File: config.mk
export PLATFORM = sky130hd
export DESIGN_NAME = decode_branch_stage
export DESIGN_NICKNAME = d
export VERILOG_FILES = /design/src/rtl/decode_branch_stage_pkg.sv /design/src/rtl/branch_compare.sv /design/src/rtl/decode_branch_stage.sv
export SDC_FILE = /design/constraint.sdc
export NUM_CORES = 1
export LEC_CHECK = 0
export CAP_MARGIN = 20
export CORE_ASPECT_RATIO = 0.75
export CORE_MARGIN = 2
export CORE_UTILIZATION = 47
export CTS_CLUSTER_DIAMETER = 120
export CTS_CLUSTER_SIZE = 24
export DETAILED_ROUTE_END_ITERATION = 10
export PLACE_DENSITY_LB_ADDON = 0.3
export SLEW_MARGIN = 40
export SYNTH_ARGS = -nofsm -noshare
export SYNTH_HDL_FRONTEND = slang
export SYNTH_HIERARCHICAL = 1
export SYNTH_SLANG_ARGS = --single-unit
export TNS_END_PERCENT = 50
File: constraint.sdc
create_clock -name clk -period 2.7 [get_ports clk]
set_input_delay 0.27 -clock clk [delete_from_list [all_inputs] [get_ports clk]]
set_output_delay 0.27 -clock clk [all_outputs]
set_load 0.03 [all_outputs]
File: src/rtl/decode_branch_stage_pkg.sv
// Shared encodings for the decode/branch stage: branch modes, forwarding
// selects and the default width of the packed control bundle.
package decode_branch_stage_pkg;

  localparam int CTRL_W_DEF = 16;

  typedef enum logic [1:0] {
    BR_NONE = 2'b00,
    BR_EQ   = 2'b01,
    BR_NE   = 2'b10,
    BR_LT   = 2'b11
  } br_mode_e;

  // The value 11 is an alias for the register-file path.
  typedef enum logic [1:0] {
    FWD_RF     = 2'b00,
    FWD_MEM    = 2'b01,
    FWD_WB     = 2'b10,
    FWD_RF_ALT = 2'b11
  } fwd_sel_e;

endpackage

File: src/rtl/branch_compare.sv
// Combinational branch-condition evaluator: beq, bne and signed blt.
module branch_compare
  import decode_branch_stage_pkg::*;
#(
  parameter int XLEN = 32
) (
  input  logic [XLEN-1:0] op1,
  input  logic [XLEN-1:0] op2,
  input  logic [1:0]      mode,
  output logic            taken
);

  // Resolve the branch direction from the two forwarded operands.
  always_comb begin
    // NOTE: assigning a default before the case keeps every path driven, so no latch is inferred.
    taken = 1'b0;
    case (br_mode_e'(mode))
      BR_EQ:   taken = (op1 == op2);
      BR_NE:   taken = (op1 != op2);
      BR_LT:   taken = ($signed(op1) < $signed(op2));
      default: taken = 1'b0;
    endcase
  end

endmodule

File: src/rtl/decode_branch_stage.sv
// Decode-stage operand forwarding, early branch resolution and the ID/EX
// pipeline register, with mispredict redirect and saturating statistics.
module decode_branch_stage
  import decode_branch_stage_pkg::*;
#(
  parameter int XLEN         = 32,
  parameter int PC_W         = 5,
  parameter int RA_W         = 5,
  parameter int CTRL_W       = CTRL_W_DEF,
  parameter int CNT_W        = 16,
  parameter int STALL_BUBBLE = 0
) (
  input  logic              clk,
  input  logic              reset,
  input  logic              stall,
  input  logic              flush,
  input  logic              id_valid,
  input  logic [PC_W-1:0]   id_pc,
  input  logic [CTRL_W-1:0] id_ctrl,
  input  logic [RA_W-1:0]   id_rs1,
  input  logic [RA_W-1:0]   id_rs2,
  input  logic [RA_W-1:0]   id_rd,
  input  logic [XLEN-1:0]   id_rd1,
  input  logic [XLEN-1:0]   id_rd2,
  input  logic [XLEN-1:0]   id_imm,
  input  logic [1:0]        id_br_mode,
  input  logic              id_pred_taken,
  input  logic [1:0]        fwd_sel1,
  input  logic [1:0]        fwd_sel2,
  input  logic [XLEN-1:0]   fwd_mem,
  input  logic [XLEN-1:0]   fwd_wb,
  output logic              ex_valid,
  output logic [PC_W-1:0]   ex_pc,
  output logic [CTRL_W-1:0] ex_ctrl,
  output logic [RA_W-1:0]   ex_rs1,
  output logic [RA_W-1:0]   ex_rs2,
  output logic [RA_W-1:0]   ex_rd,
  output logic [XLEN-1:0]   ex_op1,
  output logic [XLEN-1:0]   ex_op2,
  output logic [XLEN-1:0]   ex_imm,
  output logic              redirect,
  output logic [PC_W-1:0]   redirect_pc,
  output logic [CNT_W-1:0]  br_cnt,
  output logic [CNT_W-1:0]  mispredict_cnt
);

  logic [XLEN-1:0] op1, op2;
  logic            taken;
  logic            accept;
  logic            is_branch;
  logic            mispredict;
  logic [PC_W-1:0] target_pc;
  logic [PC_W-1:0] fall_pc;

  // Forwarding muxes: MEM and WB results override the register-file read.
  always_comb begin
    op1 = id_rd1;
    op2 = id_rd2;
    case (fwd_sel_e'(fwd_sel1))
      FWD_MEM: op1 = fwd_mem;
      FWD_WB:  op1 = fwd_wb;
      default: op1 = id_rd1;
    endcase
    case (fwd_sel_e'(fwd_sel2))
      FWD_MEM: op2 = fwd_mem;
      FWD_WB:  op2 = fwd_wb;
      default: op2 = id_rd2;
    endcase
  end

  branch_compare #(.XLEN(XLEN)) u_cmp (
    .op1   (op1),
    .op2   (op2),
    .mode  (id_br_mode),
    .taken (taken)
  );

  // Only an unstalled, unflushed valid instruction may advance or count.
  assign accept     = id_valid & ~flush & ~stall;
  assign is_branch  = (id_br_mode != BR_NONE);
  assign mispredict = accept & is_branch & (taken != id_pred_taken);
  assign fall_pc    = id_pc + PC_W'(1);
  assign target_pc  = fall_pc + id_imm[PC_W-1:0];

  // ID/EX register: flush beats stall; stall either holds or bubbles.
  always_ff @(posedge clk or negedge reset) begin
    if (!reset) begin
      // NOTE: non-blocking assignments keep every flop sampling pre-edge values.
      ex_valid <= 1'b0;
      ex_pc    <= '0;
      ex_ctrl  <= '0;
      ex_rs1   <= '0;
      ex_rs2   <= '0;
      ex_rd    <= '0;
      ex_op1   <= '0;
      ex_op2   <= '0;
      ex_imm   <= '0;
    end else begin
      if (flush) begin
        ex_valid <= 1'b0;
      end else if (stall) begin
        if (STALL_BUBBLE != 0) ex_valid <= 1'b0;
      end else begin
        ex_valid <= id_valid;
      end
      if (accept) begin
        ex_pc   <= id_pc;
        ex_ctrl <= id_ctrl;
        ex_rs1  <= id_rs1;
        ex_rs2  <= id_rs2;
        ex_rd   <= id_rd;
        ex_op1  <= op1;
        ex_op2  <= op2;
        ex_imm  <= id_imm;
      end
    end
  end

  // Redirect pulse, corrected fetch PC and saturating branch statistics.
  always_ff @(posedge clk or negedge reset) begin
    if (!reset) begin
      redirect       <= 1'b0;
      redirect_pc    <= '0;
      br_cnt         <= '0;
      mispredict_cnt <= '0;
    end else begin
      redirect <= mispredict;
      if (mispredict) begin
        redirect_pc <= taken ? target_pc : fall_pc;
        if (mispredict_cnt != {CNT_W{1'b1}}) mispredict_cnt <= mispredict_cnt + CNT_W'(1);
      end
      if (accept && is_branch && (br_cnt != {CNT_W{1'b1}})) begin
        br_cnt <= br_cnt + CNT_W'(1);
      end
    end
  end

endmodule

=== Word-level counts from Yosys, hierarchy flattened ===
Index checks and enable logic that the tools add are counted.

* Register bits after elaboration: 171

* Eq/ne operators: 13
* Reduce and logical (&&, ||, !) cells: 4
* Magnitude comparators: 1
* $add $sub $neg: 4
* Mux-type cells: 6
* Bitwise operators: 6

{| class="wikitable"
|+ Operators by type and width
! operator !! number
|-
| 32-bit case mux with 2 select lines || 2
|-
| 16-bit by 1-bit adder with 16-bit output (second input constant) || 2
|-
| 32-bit equality test || 1
|-
| 32-bit less-than comparator || 1
|-
| 16-bit != test (second input constant) || 2
|-
| 32-bit != test || 1
|-
| 2-bit equality test (second input constant) || 4
|-
| 2-bit by 1-bit equality test with 1-bit output (second input constant) || 3
|-
| 5-bit by 1-bit adder with 5-bit output (second input constant) || 1
|-
| 5-bit adder || 1
|-
| 5-bit two-way mux || 1
|-
| 1-bit AND || 4
|-
| 1-bit case mux with 3 select lines || 1
|-
| 1-bit logical AND || 2
|-
| 1-bit two-way mux || 2
|-
| 2-bit by 1-bit != test with 1-bit output (second input constant) || 1
|-
| 1-bit NOT || 2
|-
| 2-bit AND reduction || 1
|-
| 2-bit nonzero test || 1
|-
| 1-bit != test || 1
|}

=== Longest topological paths before layout ===
Gate-level depths: netlist (run 1).

* Depth in word-level cells: 7
* Mapped depth: 20
* Gate-level depth less buffers: 17

=== Modules after synthesis ===
The synthesis (run 1) kept the hierarchy.

{| class="wikitable"
|+ Modules (own cells, without submodules)
! module !! area each (µm²) !! instances !! cells each !! sequential area each (µm²)
|-
| decode_branch_stage || 8298.0 || 1 || 985 || 4279.1
|-
| branch_compare || 864.6 || 1 || 123 || 0.0
|}

=== Worst setup path before layout (run 1) ===
No wires, ideal clock.

* Path type: input -> register
* Start: input port fwd_sel2[0]
* End: register mispredict_cnt[1]
* Stages on the path: 18
* Setup time: 0.128 ns
* Path buffers: 3
* Arrival time: 3.820 ns
* Slack: -1.248 ns
* Data required time: 2.572 ns
* Cell sequence: inv_1 -> ha_1 -> clkbuf_1 -> clkbuf_1 -> nand2_1 -> o21ai_0 -> inv_1 -> ha_1 -> nand4_1 -> nor4_2 -> nand3_1 -> a221o_1 -> a211oi_2 -> xnor2_1 -> or3_1 -> buf_2 -> nor2_1 -> mux2_1

* Longest elaborated chain between the ends: 7

{| class="wikitable"
|+ RTL lines
! element !! RTL line !! RTL
|-
| from (decl) || decode_branch_stage.sv:29 || <nowiki>input logic [1:0] fwd_sel2,</nowiki>
|-
| 2-bit equality test / 2-bit by 1-bit equality test with 1-bit output (equally long branches) || decode_branch_stage.sv:64 || <nowiki>case (fwd_sel_e'(fwd_sel2))</nowiki>
|-
| 32-bit case mux with 2 select lines (*) || decode_branch_stage.sv:64 ||
|-
| named net op2[14] || decode_branch_stage.sv:47 || <nowiki>logic [XLEN-1:0] op1, op2;</nowiki>
|-
| 32-bit less-than comparator (tied with other cells) || branch_compare.sv:20 || <nowiki>BR_LT: taken = ($signed(op1) < $signed(op2));</nowiki>
|-
| 1-bit case mux with 3 select lines (*) || branch_compare.sv:17 || <nowiki>case (br_mode_e'(mode))</nowiki>
|-
| named net taken || decode_branch_stage.sv:48 || <nowiki>logic taken;</nowiki>
|-
| 1-bit != test (*) || decode_branch_stage.sv:81 || <nowiki>assign mispredict = accept & is_branch & (taken != id_pred_taken);</nowiki>
|-
| 1-bit AND (*) || decode_branch_stage.sv:81 ||
|-
| 2-bit AND reduction (no line) (*) || - ||
|-
| to (signal assigned) || decode_branch_stage.sv:130 || <nowiki>if (mispredict_cnt != {CNT_W{1'b1}}) mispredict_cnt <= mispredict_cnt + CNT_W'(1);</nowiki>
|-
| to (decl) || decode_branch_stage.sv:44 || <nowiki>output logic [CNT_W-1:0] mispredict_cnt</nowiki>
|}

Mark *: on every way through the listed nets, which the timed path passes. The rest lies on a longest branch.
A chain may end at the register's enable or synchronous reset.

=== Worst setup path in the final report (run 1) ===
* Start: input port fwd_sel1[0]
* End: register mispredict_cnt[12]

* Longest elaborated chain between the ends: 7

{| class="wikitable"
|+ RTL lines
! element !! RTL line !! RTL
|-
| from (decl) || decode_branch_stage.sv:28 || <nowiki>input logic [1:0] fwd_sel1,</nowiki>
|-
| 2-bit equality test / 2-bit by 1-bit equality test with 1-bit output (equally long branches) || decode_branch_stage.sv:59 || <nowiki>case (fwd_sel_e'(fwd_sel1))</nowiki>
|-
| 32-bit case mux with 2 select lines (*) || decode_branch_stage.sv:59 ||
|-
| named net op1[25] || decode_branch_stage.sv:47 ||
|-
| 32-bit less-than comparator (tied with other cells) || branch_compare.sv:20 ||
|-
| 1-bit case mux with 3 select lines (*) || branch_compare.sv:17 ||
|-
| named net taken || decode_branch_stage.sv:48 ||
|-
| 1-bit != test (*) || decode_branch_stage.sv:81 ||
|-
| 1-bit AND (*) || decode_branch_stage.sv:81 ||
|-
| named net mispredict || decode_branch_stage.sv:51 || <nowiki>logic mispredict;</nowiki>
|-
| 2-bit AND reduction (no line) (*) || - ||
|}

Marks and branches as above.

==> results of run 1 <==
kinds of logic (layout without fill, tap and decap cells):
| group | after synthesis | in the layout | share of synthesized area |
|---|---|---|---|
| and+or+nand+nor | 575 | 575 | 0.269 |
| AOI/OAI and AO/OA | 176 | 176 | 0.122 |
| DFF | 171 | 171 | 0.467 |
| buffers and inverters | 103 | 620 | 0.0426 |
| adders and majority gates | 45 | 45 | 0.0623 |
| xor gates and xnor gates | 32 | 32 | 0.0306 |
| muxes | 6 | 6 | 0.00710 |
| other | 0 | 5 | 0 |
report_power, final:
| group | total (W) | internal, W | switching [W] |
|---|---|---|---|
| combinational | 0.00422 | 0.00187 | 0.00234 |
| sequential | 0.00330 | 0.00299 | 0.000311 |
| clock | 0.00249 | 0.00126 | 0.00123 |
| total | 0.0100 | 0.00612 | 0.00388 |
layer usage:
layer,vias up,global-route usage,wire [µm],share of wire
li1,4704,-,-,-
met1,5037,0.479,15100,0.37
met2,797,0.604,18600,0.45
met3,252,0.117,4610,0.11
met4,0,0.212,2710,0.066
met5,-,0,0,0
flip-flops by register name, summed over array words and instances (netlist names):
register / cells
ex_valid: 1
ex_imm: 32
ex_ctrl: 16
redirect_pc: 5
ex_rd: 5
ex_op2: 32
ex_rs2: 5
mispredict_cnt: 16
redirect: 1
ex_pc: 5
br_cnt: 16
ex_op1: 32
ex_rs1: 5
worst min-delay path by stage:
stage / startpoint / endpoint / slack, ns / depth (start not counted)
floorplan: reset / br_cnt[0]$_DFFE_PN0P_ / -0.03 / 0
global placement: reset / ex_imm[31]$_DFFE_PN0P_ / 0.24 / 1
detailed placement: reset / ex_imm[31]$_DFFE_PN0P_ / 0.25 / 1
CTS: id_imm[19] / ex_imm[19]$_DFFE_PN0P_ / 0.34 / 3
global route: id_imm[14] / ex_imm[14]$_DFFE_PN0P_ / 0.36 / 3
finish: reset / ex_imm[31]$_DFFE_PN0P_ / 0.33 / 2
worst max-delay path: stages:
cell and delay, ns:
buf_4 0.13, ha_4 0.22, buf_16 0.17, buf_4 0.14, a22oi_1 0.30, o21ai_2 0.14
ha_4 0.29, a21oi_1 0.21, nor2_1 0.08, a211oi_1 0.29, o211ai_1 0.17, a221o_1 0.33
a211oi_2 0.30, xnor2_1 0.16, or3_4 0.41, buf_6 0.13, buf_4 0.14, inv_6 0.07
nand3_2 0.08, mux2_4 0.31
synthesized netlist by cell type (all sizes together):
cell type and count:
a2111oi 2, a211oi 5, a21boi 1, a21o 2, a21oi 19, a221o 1, a221oi 1, a22oi 65
and2 2, and3 2, and4 3, buf 3, clkbuf 56, dfrtp 171, fa 1, ha 44
inv 44, mux2 4, mux2i 2, nand2 488, nand2b 1, nand3 20, nand3b 1, nand4 14
nand4b 3, nor2 14, nor3 5, nor3b 3, nor4 10, nor4b 4, o2111ai 2, o211ai 4
o21a 1, o21ai 73, or2 1, or3 1, or3b 1, or4 2, xnor2 14, xor2 18
per-stage QoR:
step	setup TNS (ns)	hold WS [ns]	util	setup slack, ns
6_report	-25.85	0.331	0.835	-1.34
5_1_grt	-26.74	0.358	0.834	-1.36
4_1_cts	-16.28	0.341	0.822	-0.805
3_5_place_dp	-38.92	0.247	0.735	-1.88
3_3_place_gp	-36.86	0.239	0.735	-1.76
2_1_floorplan	-14.30	-0.0256	-	-0.799
final cells by class:
class	instances	share of cell area
Antenna cell	5	0.000780
Clock buffer	18	0.0274
Clock inverter	14	0.00874
Inverter	44	0.0112
Multi-Input combinational cell	834	0.322
Sequential cell	171	0.267
Tap cell	253	0.0197
Timing Repair Buffer	544	0.343
repair_timing:
action,4_1_cts,5_1_grt
buffers inserted,50,9
resized for setup,133,40
endpoints found under the setup margin,22,23
pin swaps,54,34
hold endpoints to repair,47,0
hold buffers,1,0
cloned,8,0
==> parameters.txt, run 1 <==
Parameter                              Value

Outcome
  Result of the run    finished with violations
  Violations in the final reports    setup timing

Drt
  DRT Wirelength    roughly 41 mm
  Post-route antenna net violation count    0
  Drt initial violations    1,445
  Remaining routing DRC violations    0
  WL/cell    21.8 µm
  First-pass detailed-route iteration total    8
  Routed via count divided by cell count    about 5.7
  Total via count after detailed routing    10.8k

Finish
  Commonest non-fill, non-tap cell in the layout    nand2_1
  Filler Cells Inserted    1,122
  Top library cells by usage in the layout, fill and taps aside    485 x nand2_1, 368 x clkdlybuf4s50_1, 171 x dfrtp_1, 127 x buf_4, 48 x a22oi_1
  Non-filler instance count after layout    1,883
  Post-layout nets    about 1.9k
  Ratio of cells with drive above 1 in the final layout    0.201
  Area of the multi-input gates    ~5200 µm²
  Relative area change from synthesis to final layout    75.1%
  Final Cell Area    16,000 µm²
  Sequential Area    ~4300 µm²

STA
  Final hold viol count    0
  Maximum clock frequency    248 MHz
  Final period utilization    1.50
  Slew headroom    0.498
  Min Tclk post-route    4.04 ns
  Total count of max-transition violations in the final report    0
  Setup violation total in the final timing report    23
  Setup repair after global routing missed its margin    yes
  Transition time at the pin with the least slew margin    0.751 ns
  Setup ws final    -1.34 ns
  Layout Skew    between 0.01 and 0.015 ns

Yosys
  Proportion of synthesized chip area in sequential cells    0.467
  Post-synthesis sequential element count    171
  Proportion of netlist area held by the largest area contributor    0.467
  Count of mapped cells out of synthesis    1,108
  Cell type with the largest total area after synthesis    dfrtp_1
  Area of the mapped netlist    9160 µm²
  Cell types with the largest area share after synthesis    dfrtp_1 47%, nand2_1 20%, ha_1 6.0%, a22oi_1 5.3%, o21ai_0 3.9%
  Post-synth net total    1,361
  Mean instance size in the synthesized netlist    a little over 8 µm²
  Number of unique standard cell types used by synthesis    51
  Warning count from the yosys run    6

Setup path
  Critical Path Sink    mispredict_cnt[12]$_DFFE_PN0P_
  Worst flop-to-flop path startpoint    mispredict_cnt[0]$_DFFE_PN0P_
  CP Class    in2reg
  Worst reg2reg setup slack    0.55 ns
  R2R depth    6
  CP Launch Point    fwd_sel1[0]
  Kind of launch point of the worst setup path    input port
  Worst EP required    3.02 ns
  Maximum fanout count along the critical path    7
  Critical Path End Type    register
  Data arrival time of the critical path    approximately 4.4 ns
  Reg-to-reg endpoint    mispredict_cnt[9]$_DFFE_PN0P_

Global route
  First-pass GRT wire length    around 60 mm
  Initial antenna violation count    3
  All-Layer GR Usage    0.387
  Maximum number of pins on one net before global-route repair    89
  Number of global-route vias before repair    10.9k
  Total congestion overflow after global routing    0

Floorplan
  Core area    19,200 µm²
  Die span in y    125 µm
  Total die area    ~21,000 µm²
  Number of I/O pins    between 300 and 400
  Starting density of the core    0.477
  # rows    44
  Die width    around 170 µm

Place
  Placed Area    14,100 µm²
  Total of buffers placed on input and output ports    378
  Placed wire-length estimate    between 20 and 30 mm
  Placer's final routability congestion estimate    0.948
  Number of placed cells counting well taps    1,781

CTS
  Clock transition time at the flip-flop clock pins of the worst setup and hold paths    0.08 ns
  Total CTS buffers    17
  Worst-Skew Late Latency    0.44 ns
  Number of sinks driven by the clock tree    171
  Clk root buf    clkbuf_16
  Number of H-tree levels    4
  CTS tree    yes
  Clock buffer depth    2

Pwr
  Leakage power    7.43 nW
  Power density cells    624 nW/µm²
  Post-layout power    0.0100 W
  Max VDD drop    approximately 0.00052 V

Flow run
  Number of max-cap violations    0

Min path
  Kind of path behind the tightest hold check    in2async
No activity file was read; power rests on OpenSTA's default activity.
==> inputs of run 2 (changes only) <==
--- a/config.mk
+++ b/config.mk
@@ -8,7 +8,8 @@
 export CAP_MARGIN = 20
 export CORE_ASPECT_RATIO = 0.75
 export CORE_MARGIN = 2
-export CORE_UTILIZATION = 47
+export CORE_UTILIZATION = 48
+export CTS_BUF_LIST = sky130_fd_sc_hd__clkbuf_4
 export CTS_CLUSTER_DIAMETER = 120
 export CTS_CLUSTER_SIZE = 24
 export DETAILED_ROUTE_END_ITERATION = 10
==> parameters.txt, run 2 (synthesized netlist as in run 1, its figures left out) <==
Parameter                              Value

STA
  Transition time at the pin with the least slew margin    0.785 ns
  Total count of max-transition violations in the final report    0
  Setup ws final    -1.54 ns
  Final hold viol count    0
  Slew headroom    0.463
  Layout Skew    a little under 0.02 ns
  Min Tclk post-route    4.24 ns
  Setup repair after global routing missed its margin    yes
  Setup violation total in the final timing report    24
  Final period utilization    1.57
  Worst hold-check slack    between 0.1 and 0.15 ns
  Maximum clock frequency    236 MHz

Global route
  Maximum number of pins on one net before global-route repair    86
  Number of global-route vias before repair    11.0k
  Initial antenna violation count    2
  All-Layer GR Usage    0.393
  First-pass GRT wire length    around 61 mm
  Total congestion overflow after global routing    0

Floorplan
  Core area    18,600 µm²
  Starting density of the core    0.492
  # rows    43
  Number of I/O pins    379
  Total die area    20,200 µm²
  Die span in y    124 µm
  Die width    ~160 µm

Pwr
  Post-layout power    about 0.0094 W
  Max VDD drop    0.000393 V
  Leakage power    7.46 nW
  Power density cells    583 nW/µm²

Place
  Total of buffers placed on input and output ports    roughly 380
  Setup slack after placement    -1.96 ns
  Placer's final routability congestion estimate    0.949
  Placed wire-length estimate    25.1 mm
  Placed Area    14,000 µm²

Setup path
  Worst flop-to-flop path startpoint    mispredict_cnt[0]$_DFFE_PN0P_
  Worst EP required    about 3.3 ns
  CP Launch Point    fwd_sel2[1]
  Maximum fanout count along the critical path    5
  Kind of launch point of the worst setup path    input port
  Critical Path End Type    register
  Data arrival time of the critical path    4.80 ns
  CP Class    in2reg

Drt
  Total via count after detailed routing    11.8k
  First-pass detailed-route iteration total    11
  WL/cell    24.9 µm
  Post-route antenna net violation count    0
  DRT Wirelength    47.2 mm
  Drt initial violations    1,868
  Routed via count divided by cell count    6.21
  Remaining routing DRC violations    2

Outcome
  Result of the run    finished with violations
  Violations in the final reports    DRC, setup timing

Finish
  Commonest non-fill, non-tap cell in the layout    nand2_1
  Core occupancy in the finished layout    0.869
  Top Registers    ex_imm (32), ex_op1 (32), ex_op2 (32)
  Top library cells by usage in the layout, fill and taps aside    470 x nand2_1, 370 x clkdlybuf4s50_1, 171 x dfrtp_1, 147 x buf_4, 50 x a22oi_1
  Ratio of cells with drive above 1 in the final layout    0.240
  Relative area change from synthesis to final layout    76.5%
  Final Cell Area    16,200 µm²
  Post-layout nets    1,888

CTS
  Number of sinks driven by the clock tree    171
  Worst-Skew Late Latency    0.63 ns
  Clk root buf    clkbuf_4
  Clock transition time at the flip-flop clock pins of the worst setup and hold paths    0.22 ns
  Clock buffer depth    2
  Total CTS buffers    17
  CTS tree    yes
  Number of H-tree levels    4

Min path
  Kind of path behind the tightest hold check    in2async

Flow run
  Number of max-cap violations    0
[run 2: worst paths after layout]
path / to / cells past startpoint / slack (ns)
worst max-delay path: mispredict_cnt[6]$_DFFE_PN0P_ / 21 / -1.54
worst min-delay path: ex_op2[7]$_DFFE_PN0P_ / 2 / 0.11
worst max register to register: mispredict_cnt[9]$_DFFE_PN0P_ / 6 / 0.38
worst min register to register: ex_imm[12]$_DFFE_PN0P_ / 2 / 0.50
max in group asynchronous: ex_op2[25]$_DFFE_PN0P_ / 3 / 1.81
min in group clk: ex_imm[15]$_DFFE_PN0P_ / 3 / 0.15
[run 2: cell type report]
| class | instances | area (µm²) |
|---|---|---|
| tap | 247 | 309 |
| clock inverter | 15 | 145 |
| clock buffer | 17 | 128 |
| timing repair buffer | 567 | 5710 |
| inverter | 44 | 180 |
| antenna | 2 | 5.00 |
| sequential | 171 | 4280 |
| multi-input combinational | 834 | 5420 |
| fill | 859 | 2440 |
[run 2: power by group]
part | switching [W] | internal [W]
registers | 0.000343 | 0.00298
clock network | 0.00113 | 0.000418
logic | 0.00255 | 0.00201
total | 0.00402 | 0.00541
[run 2: metrics by stage]
step / instances / setup TNS [ns]
finish: 1897 / -33.74
global route: 1895 / -35.03
CTS: 1874 / -11.89
detailed placement: 1763 / -40.17
global placement: 1763 / -34.93
floorplan: 1108 / -14.30
[run 2: metal layers]
metal	part of all wire	GRT usage	vias to the layer above
li1	-	-	4761
met4	0.093	0.228	6
met3	0.15	0.135	433
met2	0.42	0.614	1148
met5	0.0038	0	-
met1	0.33	0.478	5427
[run 2: worst max-delay path, cell delays in order]
cell	delay, ns
buf_6	0.11
inv_2	0.06
ha_4	0.28
buf_12	0.17
a22oi_1	0.11
o21ai_1	0.24
inv_1	0.12
ha_1	0.33
nand4_1	0.24
nor4_4	0.64
buf_4	0.21
buf_4	0.10
a21oi_1	0.09
a21boi_2	0.44
a211oi_4	0.15
xnor2_2	0.18
or3_4	0.43
buf_8	0.17
buf_4	0.14
nor4_4	0.14
xor2_1	0.19
[run 2: repair_timing]
action                                  in CTS  in global routing
hold buffers                                 1                  0
endpoints found under the setup margin      22                 24
cloned                                       9                  2
pin swaps                                   46                 38
buffers inserted                            69                 19
endpoints found under the hold margin       50                  0
resized for setup                          139                101
==> inputs of run 3 (changes only) <==
--- a/config.mk
+++ b/config.mk
@@ -14,7 +14,8 @@
 export CTS_CLUSTER_SIZE = 24
 export DETAILED_ROUTE_END_ITERATION = 10
 export PLACE_DENSITY_LB_ADDON = 0.3
-export SLEW_MARGIN = 40
+export SETUP_SLACK_MARGIN = 0.4
+export SLEW_MARGIN = 25
 export SYNTH_ARGS = -nofsm -noshare
 export SYNTH_HDL_FRONTEND = slang
 export SYNTH_HIERARCHICAL = 1
==> parameters.txt, run 3 (synthesized netlist as in run 1, its figures left out) <==
Parameter                              Value

Floorplan
  Core area    18,600 µm²
  # rows    43
  Number of I/O pins    379
  Total die area    20,200 µm²
  Starting density of the core    0.492
  Die span in y    about 120 µm
  Die width    164 µm

STA
  Layout Skew    0.0260 ns
  Min Tclk post-route    about 4.2 ns
  Maximum clock frequency    237 MHz
  TNS Setup    -32.59 ns
  Final period utilization    1.57
  Setup ws final    -1.53 ns
  Final hold viol count    0
  Slew headroom    0.292
  Transition time at the pin with the least slew margin    roughly 1.1 ns
  Setup violation total in the final timing report    23
  Total count of max-transition violations in the final report    0
  Setup repair after global routing missed its margin    yes

Pwr
  Switching share of total power    0.424
  Max VDD drop    0.000369 V
  Net Switching    0.00405 W
  Power density cells    593 nW/µm²
  Internal power    0.00549 W
  Clock power share    0.180
  Post-layout power    0.00954 W
  Comb power frac    0.471
  Leakage power    7.46 nW
  Flop pwr share    0.348

Place
  Placer's final routability congestion estimate    0.949
  Total of buffers placed on input and output ports    378
  Placed wire-length estimate    25.1 mm

Min path
  Kind of path behind the tightest hold check    in2async

Setup path
  Worst flop-to-flop path startpoint    mispredict_cnt[0]$_DFFE_PN0P_
  Worst EP required    3.24 ns
  Gate family responsible for the most delay along the worst path    simple AND/OR/NAND/NOR gates
  Buffering stage count on the worst path with inverters included    9
  Most frequent cell on the critical path    buf_12
  Kind of launch point of the worst setup path    input port
  Critical Path Sink    mispredict_cnt[10]$_DFFE_PN0P_
  Data arrival time of the critical path    4.77 ns
  Critical Path End Type    register
  Cell-by-cell trace of the critical path    buf_8 > inv_8 > ha_4 > buf_12 > nand2_1 > o21ai_2 > inv_2 > ha_4 > nand4_4 > buf_12 > nor3_4 > a22oi_2 > o211ai_1 > buf_4 > nor3_1 > a211oi_2 > xnor2_2 > or3_4 > buf_12 > inv_6 > buf_4 > nand3_2 > xnor2_1
  CP Launch Point    fwd_sel2[0]
  CP Class    in2reg
  Reg-to-reg endpoint    mispredict_cnt[1]$_DFFE_PN0P_
  Maximum fanout count along the critical path    12
  Logic depth of the worst path, buffers included    23
  R2R depth    5
  CP max stage cell    nor3_1
  Biggest cell delay along the critical path    0.77 ns
  Worst reg2reg setup slack    0.25 ns

CTS
  Number of H-tree levels    4
  Clk root buf    clkbuf_4
  Number of sinks driven by the clock tree    171
  Worst-Skew Late Latency    0.61 ns
  CTS tree    yes
  Total CTS buffers    17
  Clock transition time at the flip-flop clock pins of the worst setup and hold paths    0.23 ns
  Clock buffer depth    2

Finish
  Top Registers    ex_imm (32), ex_op1 (32), ex_op2 (32)
  Post-layout nets    ~1.9k
  Core occupancy in the finished layout    0.864
  Relative area change from synthesis to final layout    75.6%
  Top library cells by usage in the layout, fill and taps aside    485 x nand2_1, 370 x clkdlybuf4s50_1, 171 x dfrtp_1, 143 x buf_4, 42 x a22oi_1
  Commonest non-fill, non-tap cell in the layout    nand2_1
  Ratio of cells with drive above 1 in the final layout    0.225

Global route
  First-pass GRT wire length    57.7 mm
  All-Layer GR Usage    0.373
  Maximum number of pins on one net before global-route repair    86
  Total congestion overflow after global routing    0
  Number of global-route vias before repair    about 11k
  Initial antenna violation count    6

Drt
  Routed via count divided by cell count    6.20
  DRT Wirelength    46.6 mm
  WL/cell    24.6 µm
  First-pass detailed-route iteration total    11
  Post-route antenna net violation count    0
  Drt initial violations    1,590
  Total via count after detailed routing    between 10k and 15k
  Remaining routing DRC violations    2

Flow run
  Number of max-cap violations    0

Outcome
  Violations in the final reports    DRC, setup timing
  Result of the run    finished with violations
[run 3: metal layers]
| metal | vias to the layer above | track usage | wire length [µm] |
|---|---|---|---|
| li1 | 4757 | - | - |
| met1 | 5461 | 0.467 | 15700 |
| met2 | 1105 | 0.582 | 19700 |
| met3 | 423 | 0.114 | 6550 |
| met4 | 4 | 0.211 | 4510 |
| met5 | - | 0 | 168 |
[run 3: layout make-up]
class                           instances  area [µm²]
Timing Repair Buffer                  561        5650
Multi-Input combinational cell        834        5330
Sequential cell                       171        4280
Fill cell                             882        2520
Tap cell                              247         309
Clock inverter                         15         199
Inverter                               44         180
Clock buffer                           17         128
Antenna cell                            6        15.0
[run 3: timing repair]
action,CTS,global route
hold buffers,1,0
buffers inserted,47,36
endpoints found under the setup margin,22,23
hold endpoints to repair,50,0
pin swaps,40,41
resized for setup,109,97
gates cloned,8,2
[run 3: power by group through the flow]
stage | Sequential [W] | Combinational, W | Clock (W)
detailed placement | 0.00333 | 0.00362 | 0
CTS | 0.00328 | 0.00390 | 0.00168
global placement | 0.00330 | 0.00356 | 0
global route | 0.00337 | 0.00467 | 0.00182
finish | 0.00332 | 0.00450 | 0.00172
floorplan | 0.00416 | 0.000969 | 0
[run 3: through the flow]
stage / instances / area (µm²) / worst slack (ns) / hold WS, ns
2_1_floorplan: 1108 / 9490 / -0.799 / -0.0256
3_3_place_gp: 1763 / 14000 / -1.68 / 0.260
3_5_place_dp: 1763 / 14000 / -1.92 / 0.256
4_1_cts: 1851 / 15300 / -0.608 / 0.132
5_1_grt: 1891 / 16100 / -1.80 / 0.141
6_report: 1895 / 16100 / -1.53 / 0.123
[run 3: worst min path at each step]
stage | end | slack [ns] | from
finish | ex_op2[5]$_DFFE_PN0P_ | 0.12 | reset
floorplan | br_cnt[0]$_DFFE_PN0P_ | -0.03 | reset
detailed placement | ex_imm[26]$_DFFE_PN0P_ | 0.26 | reset
CTS | ex_imm[26]$_DFFE_PN0P_ | 0.13 | reset
global route | ex_ctrl[10]$_DFFE_PN0P_ | 0.14 | id_ctrl[10]
global placement | ex_imm[26]$_DFFE_PN0P_ | 0.26 | reset
[run 3: worst register-to-register path, cell delays in order (launching register included)]
cell	delay [ns]
dfrtp_1	0.44
ha_1	0.37
nand3_1	0.19
nor4_4	0.94
nor2_4	0.08
mux2_4	0.33
